File: src/rtl/rcc_frame_builder_pkg.sv
// Shared types and byte constants for the RCC frame builder.
// Frame layout: SOF, LEN_HI, LEN_LO, payload, CSUM and, optionally, EOF.
package rcc_frame_pkg;

  typedef enum logic [2:0] {
    IDLE,
    SOF,
    LEN_HI,
    LEN_LO,
    PAYLOAD,
    CSUM,
    EOF
  } frame_state_t;

  localparam logic [7:0] SOF_BYTE  = 8'hA5;
  localparam logic [7:0] EOF_BYTE  = 8'h5A;
  localparam logic [7:0] FILL_BYTE = 8'h00;

endpackage

File: src/rtl/rcc_frame_builder_if.sv
// Byte-stream input and framed valid/ready output of the RCC frame builder.
// The master side drives the serializer inputs and tx_ready; the slave side is the builder.
interface rcc_frame_if;

  logic       i_frame_start;
  logic [5:0] i_RCC_BUFFER_LENGTH;
  logic [7:0] i_byte;
  logic       i_byte_valid;
  logic [7:0] o_tx_byte;
  logic       o_tx_valid;
  logic       i_tx_ready;
  logic       o_busy;
  logic       o_frame_done;
  logic       o_overflow;

  modport master (
    output i_frame_start, i_RCC_BUFFER_LENGTH, i_byte, i_byte_valid, i_tx_ready,
    input  o_tx_byte, o_tx_valid, o_busy, o_frame_done, o_overflow
  );

  modport slave (
    input  i_frame_start, i_RCC_BUFFER_LENGTH, i_byte, i_byte_valid, i_tx_ready,
    output o_tx_byte, o_tx_valid, o_busy, o_frame_done, o_overflow
  );

endinterface

File: src/rtl/rcc_frame_builder_fifo.sv
// Show-ahead synchronous byte FIFO with flush; a write at full is accepted only
// when a pop happens in the same cycle.
module rcc_byte_fifo #(
  parameter int FIFO_DEPTH = 16,
  localparam int FIFO_AW = $clog2(FIFO_DEPTH)
) (
  input  logic       clk,
  input  logic       rst,
  input  logic       flush,
  input  logic       wr_en,
  input  logic [7:0] wr_data,
  input  logic       rd_en,
  output logic [7:0] rd_data,
  output logic       full,
  output logic       empty
);

  logic [7:0]       mem [FIFO_DEPTH];
  logic [FIFO_AW:0] wr_ptr;
  logic [FIFO_AW:0] rd_ptr;
  logic             do_wr;
  logic             do_rd;

  // The extra pointer bit tells full apart from empty when the indexes match.
  assign empty   = (wr_ptr == rd_ptr);
  assign full    = (wr_ptr[FIFO_AW] != rd_ptr[FIFO_AW]) &&
                   (wr_ptr[FIFO_AW-1:0] == rd_ptr[FIFO_AW-1:0]);
  assign do_wr   = wr_en && (!full || rd_en);
  assign do_rd   = rd_en && !empty;
  assign rd_data = mem[rd_ptr[FIFO_AW-1:0]];

  always_ff @(posedge clk) begin
    if (do_wr && !flush) begin
      mem[wr_ptr[FIFO_AW-1:0]] <= wr_data;
    end
  end

  always_ff @(posedge clk) begin
    if (rst || flush) begin
      wr_ptr <= '0;
      rd_ptr <= '0;
    end else begin
      if (do_wr) wr_ptr <= wr_ptr + 1'b1;
      if (do_rd) rd_ptr <= rd_ptr + 1'b1;
    end
  end

endmodule

File: src/rtl/rcc_frame_builder.sv
// Wraps each serialized buffer transfer into SOF/length/payload/checksum frames.
// Define RCC_FRAME_EOF_EN to append an EOF byte (0x5A) after the checksum.
module rcc_frame_builder #(
  parameter int FIFO_DEPTH = 16
) (
  input logic        CLK,
  input logic        RESET,
  rcc_frame_if.slave bus
);
  import rcc_frame_pkg::*;

  frame_state_t state, state_n;
  logic [5:0]   len_q;
  logic [15:0]  n_bytes;
  logic [15:0]  rx_count;
  logic [15:0]  tx_count, tx_count_n;
  logic [7:0]   sum_acc, sum_n;
  logic [7:0]   tx_byte_q, tx_byte_n;
  logic         tx_valid_q, tx_valid_n;
  logic         busy_q, busy_n;
  logic         done_q, done_n;
  logic         overflow_q;
  logic         start_acc, pop, want_fetch, finish;
  logic         hs, slot_free, fetch_ok;
  logic [7:0]   fetch_data;
  logic         in_window, ovf_hit, fifo_wr, fifo_flush;
  logic [7:0]   fifo_rdata;
  logic         fifo_full, fifo_empty;

  assign n_bytes    = {8'h00, len_q, 2'b00};
  assign hs         = tx_valid_q && bus.i_tx_ready;
  assign slot_free  = !tx_valid_q || bus.i_tx_ready;
  assign fetch_ok   = overflow_q || !fifo_empty;
  assign fetch_data = overflow_q ? FILL_BYTE : fifo_rdata;

  // After an overflow the input window closes and the payload is padded with fill bytes.
  assign in_window  = busy_q && bus.i_byte_valid && (rx_count < n_bytes) && !overflow_q;
  assign ovf_hit    = in_window && fifo_full && !pop;
  assign fifo_wr    = in_window && !ovf_hit;
  assign fifo_flush = start_acc || ovf_hit;

  rcc_byte_fifo #(.FIFO_DEPTH(FIFO_DEPTH)) u_fifo (
    .clk     (CLK),
    .rst     (RESET),
    .flush   (fifo_flush),
    .wr_en   (fifo_wr),
    .wr_data (bus.i_byte),
    .rd_en   (pop),
    .rd_data (fifo_rdata),
    .full    (fifo_full),
    .empty   (fifo_empty)
  );

  always_ff @(posedge CLK) begin
    if (RESET) state <= IDLE;
    else       state <= state_n;
  end

  // The state names the byte currently held in the output register.
  always_comb begin
    state_n    = state;
    tx_byte_n  = tx_byte_q;
    tx_valid_n = tx_valid_q;
    busy_n     = busy_q;
    done_n     = 1'b0;
    tx_count_n = tx_count;
    sum_n      = sum_acc;
    start_acc  = 1'b0;
    pop        = 1'b0;
    want_fetch = 1'b0;
    finish     = 1'b0;
    case (state)
      IDLE: begin
        if (bus.i_frame_start) begin
          start_acc  = 1'b1;
          state_n    = SOF;
          tx_byte_n  = SOF_BYTE;
          tx_valid_n = 1'b1;
          busy_n     = 1'b1;
          tx_count_n = '0;
          sum_n      = '0;
        end
      end
      SOF: begin
        if (hs) begin
          state_n   = LEN_HI;
          tx_byte_n = n_bytes[15:8];
          sum_n     = sum_acc + n_bytes[15:8];
        end
      end
      LEN_HI: begin
        if (hs) begin
          state_n   = LEN_LO;
          tx_byte_n = n_bytes[7:0];
          sum_n     = sum_acc + n_bytes[7:0];
        end
      end
      LEN_LO: begin
        if (hs) begin
          if (n_bytes == 16'd0) begin
            state_n   = CSUM;
            tx_byte_n = 8'h00 - sum_acc;
          end else begin
            state_n    = PAYLOAD;
            want_fetch = 1'b1;
          end
        end
      end
      PAYLOAD: begin
        if (slot_free) begin
          if (tx_count == n_bytes) begin
            state_n   = CSUM;
            tx_byte_n = 8'h00 - sum_acc;
          end else begin
            want_fetch = 1'b1;
          end
        end
      end
      CSUM: begin
        if (hs) begin
`ifdef RCC_FRAME_EOF_EN
          state_n   = EOF;
          tx_byte_n = EOF_BYTE;
`else
          finish = 1'b1;
`endif
        end
      end
`ifdef RCC_FRAME_EOF_EN
      EOF: begin
        if (hs) finish = 1'b1;
      end
`endif
      default: begin
        state_n    = IDLE;
        tx_valid_n = 1'b0;
        busy_n     = 1'b0;
      end
    endcase
    // An empty FIFO mid-payload leaves a bubble until the next byte lands.
    if (want_fetch) begin
      if (fetch_ok) begin
        tx_byte_n  = fetch_data;
        tx_valid_n = 1'b1;
        pop        = !overflow_q;
        tx_count_n = tx_count + 16'd1;
        sum_n      = sum_acc + fetch_data;
      end else begin
        tx_valid_n = 1'b0;
      end
    end
    if (finish) begin
      state_n    = IDLE;
      tx_byte_n  = 8'h00;
      tx_valid_n = 1'b0;
      busy_n     = 1'b0;
      done_n     = 1'b1;
    end
  end

  always_ff @(posedge CLK) begin
    if (RESET) begin
      len_q      <= '0;
      rx_count   <= '0;
      tx_count   <= '0;
      sum_acc    <= '0;
      tx_byte_q  <= '0;
      tx_valid_q <= 1'b0;
      busy_q     <= 1'b0;
      done_q     <= 1'b0;
      overflow_q <= 1'b0;
    end else begin
      tx_count   <= tx_count_n;
      sum_acc    <= sum_n;
      tx_byte_q  <= tx_byte_n;
      tx_valid_q <= tx_valid_n;
      busy_q     <= busy_n;
      done_q     <= done_n;
      if (start_acc) begin
        len_q      <= bus.i_RCC_BUFFER_LENGTH;
        rx_count   <= '0;
        overflow_q <= 1'b0;
      end else begin
        if (fifo_wr) rx_count <= rx_count + 16'd1;
        if (ovf_hit) overflow_q <= 1'b1;
      end
    end
  end

  assign bus.o_tx_byte    = tx_byte_q;
  assign bus.o_tx_valid   = tx_valid_q;
  assign bus.o_busy       = busy_q;
  assign bus.o_frame_done = done_q;
  assign bus.o_overflow   = overflow_q;

endmodule

File: src/flat_wrapper.sv
// flat-port wrapper written by rule: the top's interface ports become plain ports
module rcc_frame_builder_flat import rcc_frame_pkg::*;
#(
  parameter int FIFO_DEPTH = 16
)
  (CLK, RESET, bus_i_frame_start, bus_i_RCC_BUFFER_LENGTH, bus_i_byte, bus_i_byte_valid, bus_i_tx_ready, bus_o_tx_byte, bus_o_tx_valid, bus_o_busy, bus_o_frame_done, bus_o_overflow);
  rcc_frame_if bus_i ();
  input logic CLK;
  input logic RESET;
  input wire logic [$bits(bus_i.i_frame_start)-1:0] bus_i_frame_start;
  input wire logic [$bits(bus_i.i_RCC_BUFFER_LENGTH)-1:0] bus_i_RCC_BUFFER_LENGTH;
  input wire logic [$bits(bus_i.i_byte)-1:0] bus_i_byte;
  input wire logic [$bits(bus_i.i_byte_valid)-1:0] bus_i_byte_valid;
  input wire logic [$bits(bus_i.i_tx_ready)-1:0] bus_i_tx_ready;
  output wire logic [$bits(bus_i.o_tx_byte)-1:0] bus_o_tx_byte;
  output wire logic [$bits(bus_i.o_tx_valid)-1:0] bus_o_tx_valid;
  output wire logic [$bits(bus_i.o_busy)-1:0] bus_o_busy;
  output wire logic [$bits(bus_i.o_frame_done)-1:0] bus_o_frame_done;
  output wire logic [$bits(bus_i.o_overflow)-1:0] bus_o_overflow;
  assign bus_i.i_frame_start = bus_i_frame_start;
  assign bus_i.i_RCC_BUFFER_LENGTH = bus_i_RCC_BUFFER_LENGTH;
  assign bus_i.i_byte = bus_i_byte;
  assign bus_i.i_byte_valid = bus_i_byte_valid;
  assign bus_i.i_tx_ready = bus_i_tx_ready;
  assign bus_o_tx_byte = bus_i.o_tx_byte;
  assign bus_o_tx_valid = bus_i.o_tx_valid;
  assign bus_o_busy = bus_i.o_busy;
  assign bus_o_frame_done = bus_i.o_frame_done;
  assign bus_o_overflow = bus_i.o_overflow;
  rcc_frame_builder #(.FIFO_DEPTH(FIFO_DEPTH)) u_core (.CLK(CLK), .RESET(RESET), .bus(bus_i));
endmodule
File: config.mk
export PLATFORM = sky130hd
export DESIGN_NAME = rcc_frame_builder_flat
export DESIGN_NICKNAME = d
export VERILOG_FILES = /design/src/rtl/rcc_frame_builder_pkg.sv /design/src/rtl/rcc_frame_builder_if.sv /design/src/rtl/rcc_frame_builder_fifo.sv /design/src/rtl/rcc_frame_builder.sv /design/src/flat_wrapper.sv
export SDC_FILE = /design/constraint.sdc
export NUM_CORES = 1
export LEC_CHECK = 0
export BUFFER_PORTS_ARGS = -buffer_cell sky130_fd_sc_hd__buf_2
export CORE_MARGIN = 2
export CORE_UTILIZATION = 45
export CTS_BUF_LIST = sky130_fd_sc_hd__clkbuf_2 sky130_fd_sc_hd__clkbuf_4 sky130_fd_sc_hd__clkbuf_8
export DETAILED_ROUTE_END_ITERATION = 7
export SETUP_SLACK_MARGIN = 0.02
export SLEW_MARGIN = 20
export SYNTH_ARGS = -nofsm -noshare
export SYNTH_HDL_FRONTEND = slang
export SYNTH_HIERARCHICAL = 1
export SYNTH_SLANG_ARGS = --single-unit
File: constraint.sdc
create_clock -name CLK -period 4.6 [get_ports CLK]
set_clock_uncertainty 0.05 [all_clocks]
set_input_delay 0.92 -clock CLK [delete_from_list [all_inputs] [get_ports CLK]]
set_output_delay 0.92 -clock CLK [all_outputs]
set_load 0.1 [all_outputs]
; After elaboration in Yosys (flattened, before gate mapping)
; Memories as Yosys holds them, arrays and structs flattened. A register that Yosys moved wholly into a read port is not among the register bits.
; Cells that the tools add are included.
[totals]
regBits = 71
mem_bits_rw = 128
inputBits = 19
out_inout_bits = 12
elab_cells = 119
mem_count = 1
[op_classes]
add_sub_neg = 7
order_cmp = 1
n_eq_ne = 17
mux = 48
bitwise = 2
n_reduce_logical = 31
[memory_table]
columns = name, words, word_bits, read_ports, rd_ports_with_merged_regs, write_ports, line
row1 = u_core.u_fifo.mem, 16, 8, 1, 1, 1, rcc_frame_builder_fifo.sv:18  ; logic [7:0] mem [FIFO_DEPTH];
[op_table]
columns = cell, count
row1 = $mux W8, 14
row2 = $mux W16, 4
row3 = $pmux W8 S5, 1
row4 = $add A16 B1 Y16 const B, 2
row5 = $mux W3, 6
row6 = $pmux W3 S6, 1
row7 = $mux W1, 17
row8 = $add A8 B8 Y8, 2
row9 = $eq A16 B8 Y1, 1
row10 = $logic_not A16 Y1, 1
row11 = $lt A16 B8 Y1, 1
row12 = $pmux W8 S2, 1
row13 = $ne A2 B1 Y1 const B, 6
row14 = $logic_and A1 B1 Y1, 11
row15 = $add A5 B1 Y5 const B, 2
row16 = $mux W4, 2
row17 = $sub A1 B8 Y8 const A, 1
row18 = $logic_not A1 Y1, 7
row19 = $reduce_and A7 Y1, 1
row20 = $eq A3 B2 Y1 const B, 2
row21 = $eq A3 B3 Y1 const B, 2
row22 = $eq A5 B5 Y1, 1
row23 = $logic_or A1 B1 Y1, 5
row24 = $reduce_or A5 Y1, 1
row25 = 10 further kinds, 14

; Depth between registers and ports, before layout
[logic_depth]
ltp_word = 13
ltp_mapped = 14
depth_no_buf = 12

; By module
; The synthesis kept the hierarchy.
[by_module_without_submodules]
columns = mod, instances, cells_each, area_per_inst_um2, seq_area_each_um2
row1 = rcc_byte_fifo, 1, 273, 5690.5, 4124.0
row2 = rcc_frame_builder, 1, 468, 3826.2, 1221.2

; Worst setup path after synthesis
; No wires, ideal clock.
[synth_path]
path_type = reg-to-reg
startpoint = register u_core.tx_valid_q (netlist: u_core/bus.o_tx_valid)
endpoint = memory u_core.u_fifo.mem[0][0], enable pin
setup_ns = 0.383
arrival_ns = 3.485
required_ns = 4.167
setup_slack_ns = 0.682
path_stages_with_launch = 10
path_buffers = 0
synth_period_minus_slack_ns = 3.918
cell_sequence = dfxtp_1 -> nand2_2 -> a211oi_4 -> o21ai_0 -> o21ai_1 -> o21ai_0 -> nand2b_1 -> a21oi_1 -> nand2_1 -> nor3_1
[synth_between]
word_cells_on_any_way = 18
cone_classes = 6 x mux / 12 x reduce/logical
[synth_rtl]
columns = element, line
row1 = start: declaration, rcc_frame_builder.sv:19  ; logic tx_valid_q, tx_valid_n;
row2 = start signal: assignment, rcc_frame_builder.sv:176  ; tx_valid_q <= tx_valid_n;
row3 = $logic_not A1 Y1, rcc_frame_builder.sv:32  ; assign slot_free = !tx_valid_q || bus.i_tx_ready;
row4 = $logic_or A1 B1 Y1, rcc_frame_builder.sv:32
row5 = $mux W1, rcc_frame_builder.sv:110  ; if (slot_free) begin
row6 = $pmux W1 S2 *, rcc_frame_builder.sv:72  ; case (state)
row7 = $mux W1 *, rcc_frame_builder.sv:141  ; if (want_fetch) begin
row8 = $logic_not A1 Y1 *, rcc_frame_builder.sv:38  ; assign ovf_hit = in_window && fifo_full && !pop;
row9 = $logic_and A1 B1 Y1 *, rcc_frame_builder.sv:38
row10 = $logic_or A1 B1 Y1 *, rcc_frame_builder.sv:40  ; assign fifo_flush = start_acc || ovf_hit;
row11 = via u_core.fifo_flush, rcc_frame_builder.sv:26  ; logic in_window, ovf_hit, fifo_wr, fifo_flush;
row12 = $logic_not A1 Y1 *, rcc_frame_builder_fifo.sv:33  ; if (do_wr && !flush) begin
row13 = $logic_and A1 B1 Y1 *, rcc_frame_builder_fifo.sv:33
row14 = $mux W1 *, rcc_frame_builder_fifo.sv:33
row15 = $mux W1 (implied by the code) *, rcc_frame_builder_fifo.sv:34  ; mem[wr_ptr[FIFO_AW-1:0]] <= wr_data;
row16 = end: declaration, rcc_frame_builder_fifo.sv:18
; Mark *: on every way through the listed nets, which the timed path passes. The rest lies on a longest branch.

==> reports/results.ini <==
[synth]
synth.avg_cell_area_um2=12.84
synth_top_flop_cell=edfxtp_1
netlist.area_leader.share_pct=40.39
yosysTopAreaCell=edfxtp_1
synth_area_leaders=edfxtp_1 (40%), dfxtp_1 (16%), mux4_1 (6.6%), mux4_2 (3.8%), ha_1 (3.4%)
synth_async_sr_flop_share_pct=0
synth.most_common_cell=edfxtp_1
synth_edf_count=128
seq_area_frac_synth_pct=56.17
synthesis.area_um2=9517
yosys.cell_types.count=68
syn-num-nets=788
netlist_top_cells_count=edfxtp_1 (128), dfxtp_1 (75), nor2_1 (60)
syn_inst=741
synth-seq-cells=203
yosysWarnings=6

[power_and_ir_drop]
pwr-share-comb_pct=14.9
p_sw_uw=1279
vdd_drop_max_mv=0.2173
leakagePower_uw=0.003767
internal_power_uw=3092
switching_share_pct=29.26
power.density_nw_per_um2=407.6
seqPwrFrac_pct=46.7
p_clk_share_pct=38.3

[sta]
setup-tns-final_ps=0
drv_slew=0
max_freq_mhz=259.0
relSlewSlack_pct=39.67
period_needed_ps=3862
tightest_slew_ps=898.2
hold_viol_final=0
period_share_pct=83.95
setup_viol=0
rsz0062_at_grt=no

[clock_tree]
cts_tree=yes
worstSkewPairLatency_ps=540
postCtsHoldBufs=0
htreeDepth=2
clockBufferDepth=3
cts_root_buf=clkbuf_8
postCtsSetupBuffers=0
cts.clk_slew.worst_paths_ps=60
ctsResizeCount=0
cts_num_sinks=203
cts_buffers=36

[die]
ioPinCount=31
die_width_um=149.4
core-area_um2=20890
die-area_um2=22330
die_y_um=149.4
initial_core_util_pct=45.56
rows=53

[finish]
antenna_cells=0
final_area_um2=10730
area.growth.synth_to_final_pct=12.71
layout-drive-gt1-share_pct=17.47
final_util_pct=51.35
finish.net_count=849
fillers=1747

[setup_path]
worstPathMaxFanout=24
cp_cell_sequence=buf_4, mux4_1, mux4_2, nor2b_1, ha_1, o21a_1, a2111oi_0, nor3_1, xnor2_1, a221oi_1
startpoint_type=register
cpPeakStageDelay_ps=790
reg2regPathDepth=10
slowest_stage=dfxtp_2
r2r-end=u_core/sum_acc[7]
critPathRequiredTime_ps=4980
cp-end-kind=register
critPathKind=reg -> reg
rrSetupSlack_ps=740
worstPathArrival_ps=4240

[placed_design]
gp_congestion=0.9069
hpwl_um=16020
io_buffers=30
place_area_um2=10010

[global_routing]
grt_max_degree=33
grt_pass1_wl_um=35930
grt_antenna_before_repair=0
grt_pass1_vias=6510
gr-usage-all-layers_pct=21.25
grt_overflow_total=0

[min_path]
hp-class=reg -> reg
hold_end=u_core/rx_count[8]
hp-start=u_core/rx_count[8]
min_path_cells=2

[route]
ant_nets=0
vias=6387
drc_errors=0
drt_wl_total_um=23050
wl_per_cell_um=20.86
via_per_inst=5.780
drtIter0Drc=479
drt_pass1_iterations=5

[job]
maxCapViolCount=0

[outcome]
status=completed

[flip-flops by register name (all words and copies together) (netlist names), 3 cells and up, named ones only]
register	count
u_core/u_fifo/mem	128
u_core/rx_count	16
u_core/tx_count	16
u_core/bus.o_tx_byte	8
u_core/sum_acc	8
u_core/len_q	6
u_core/u_fifo/rd_ptr	5
u_core/u_fifo/wr_ptr	5
u_core/state	3
[kinds of logic after synthesis]
kind of cell | count (synthesis) | synth area share (%)
and+or+nand+nor | 234 | 12.69
AOI/OAI and AO/OA | 127 | 9.151
xor gates and xnor gates | 39 | 3.589
muxes | 50 | 11.52
adders and majority gates | 28 | 3.839
buffers and inverters | 60 | 3.050
DFF | 203 | 56.17
[power by group through the flow]
| stage | Sequential (uW) | Combinational (uW) | Clock [uW] |
|---|---|---|---|
| after floorplan | 2180 | 358 | 0 |
| final | 2040 | 652 | 1680 |
| after global routing | 2050 | 701 | 1810 |
| after global placement | 2080 | 636 | 0 |
| after detailed placement | 2080 | 643 | 0 |
| after CTS | 2040 | 645 | 1720 |
[how the worst max path moves through the flow]
stage                          start  slack [ps]                 endpoint  cells past startpoint
2_1_floorplan  u_core/bus.o_tx_valid         680  u_core/u_fifo/mem[0][0]                      9
3_3_place_gp                register         800        u_core/sum_acc[7]                     10
3_5_place_dp                register         780        u_core/sum_acc[7]                     10
4_1_cts                     register         730        u_core/sum_acc[7]                     10
5_1_grt                     register         390        u_core/sum_acc[7]                     11
6_report                    register         740        u_core/sum_acc[7]                     10
[metrics by stage]
step,instances,power (uW),hold slack (ps),setup WS (ps)
finish,1105,4372,404.5,738.4
detailed placement,1039,2724,394.7,775.6
floorplan,741,2541,375.7,681.5
global route,1105,4563,426.7,392.4
CTS,1105,4406,404.9,733.2
global placement,1039,2715,391.5,803.9
[cells in the final DEF, fill, tap and decap left out, drive strengths merged, types with 6 or more instances in the layout]
master	netlist	routed
nor2	60	60
nor4	12	12
a31oi	8	8
nand3	15	15
clkbuf	18	52
mux2i	6	6
nand2b	8	8
nor2b	11	11
and3	10	10
and2	10	10
nor3	14	14
nand4	8	8
a21o	9	9
buf	12	53
or3	9	9
inv	30	32
a21oi	34	34
edfxtp	128	128
xor2	10	10
o21ai	24	24
xnor2	29	29
ha	26	26
a221oi	8	8
a211oi	6	6
nand2	60	60
mux4	40	40
clkinv	0	10
dfxtp	75	75
[cell type report]
cell class                      count  area (um^2)  area share (%)
Inverter                           30        112.6           1.050
Timing Repair Buffer               53        322.8           3.009
Multi-Input combinational cell    478         3881           36.18
Clock buffer                       52        621.8           5.797
Sequential cell                   203         5346           49.84
Tap cell                          275        344.1           3.208
Clock inverter                     14        97.59          0.9098
[critical path, delay by kind of cell, from the launching register on]
| kind | cells | cell delay [ps] |
|---|---|---|
| DFF | 1 | 790 |
| and+or+nand+nor | 2 | 290 |
| AOI/OAI and AO/OA | 3 | 790 |
| muxes | 2 | 1040 |
| buffers and inverters | 1 | 310 |
| adders and majority gates | 1 | 340 |
| xor gates and xnor gates | 1 | 150 |
[layer usage]
metal / global-route usage, % / up-vias / wire, um
li1: - / 2963 / -
met1: 26.56 / 3105 / 9379
met2: 35.55 / 251 / 11290
met3: 4.299 / 68 / 1434
met4: 9.952 / 0 / 943
met5: 0 / - / 0
Note: power is estimated with default switching activity, not from simulation.
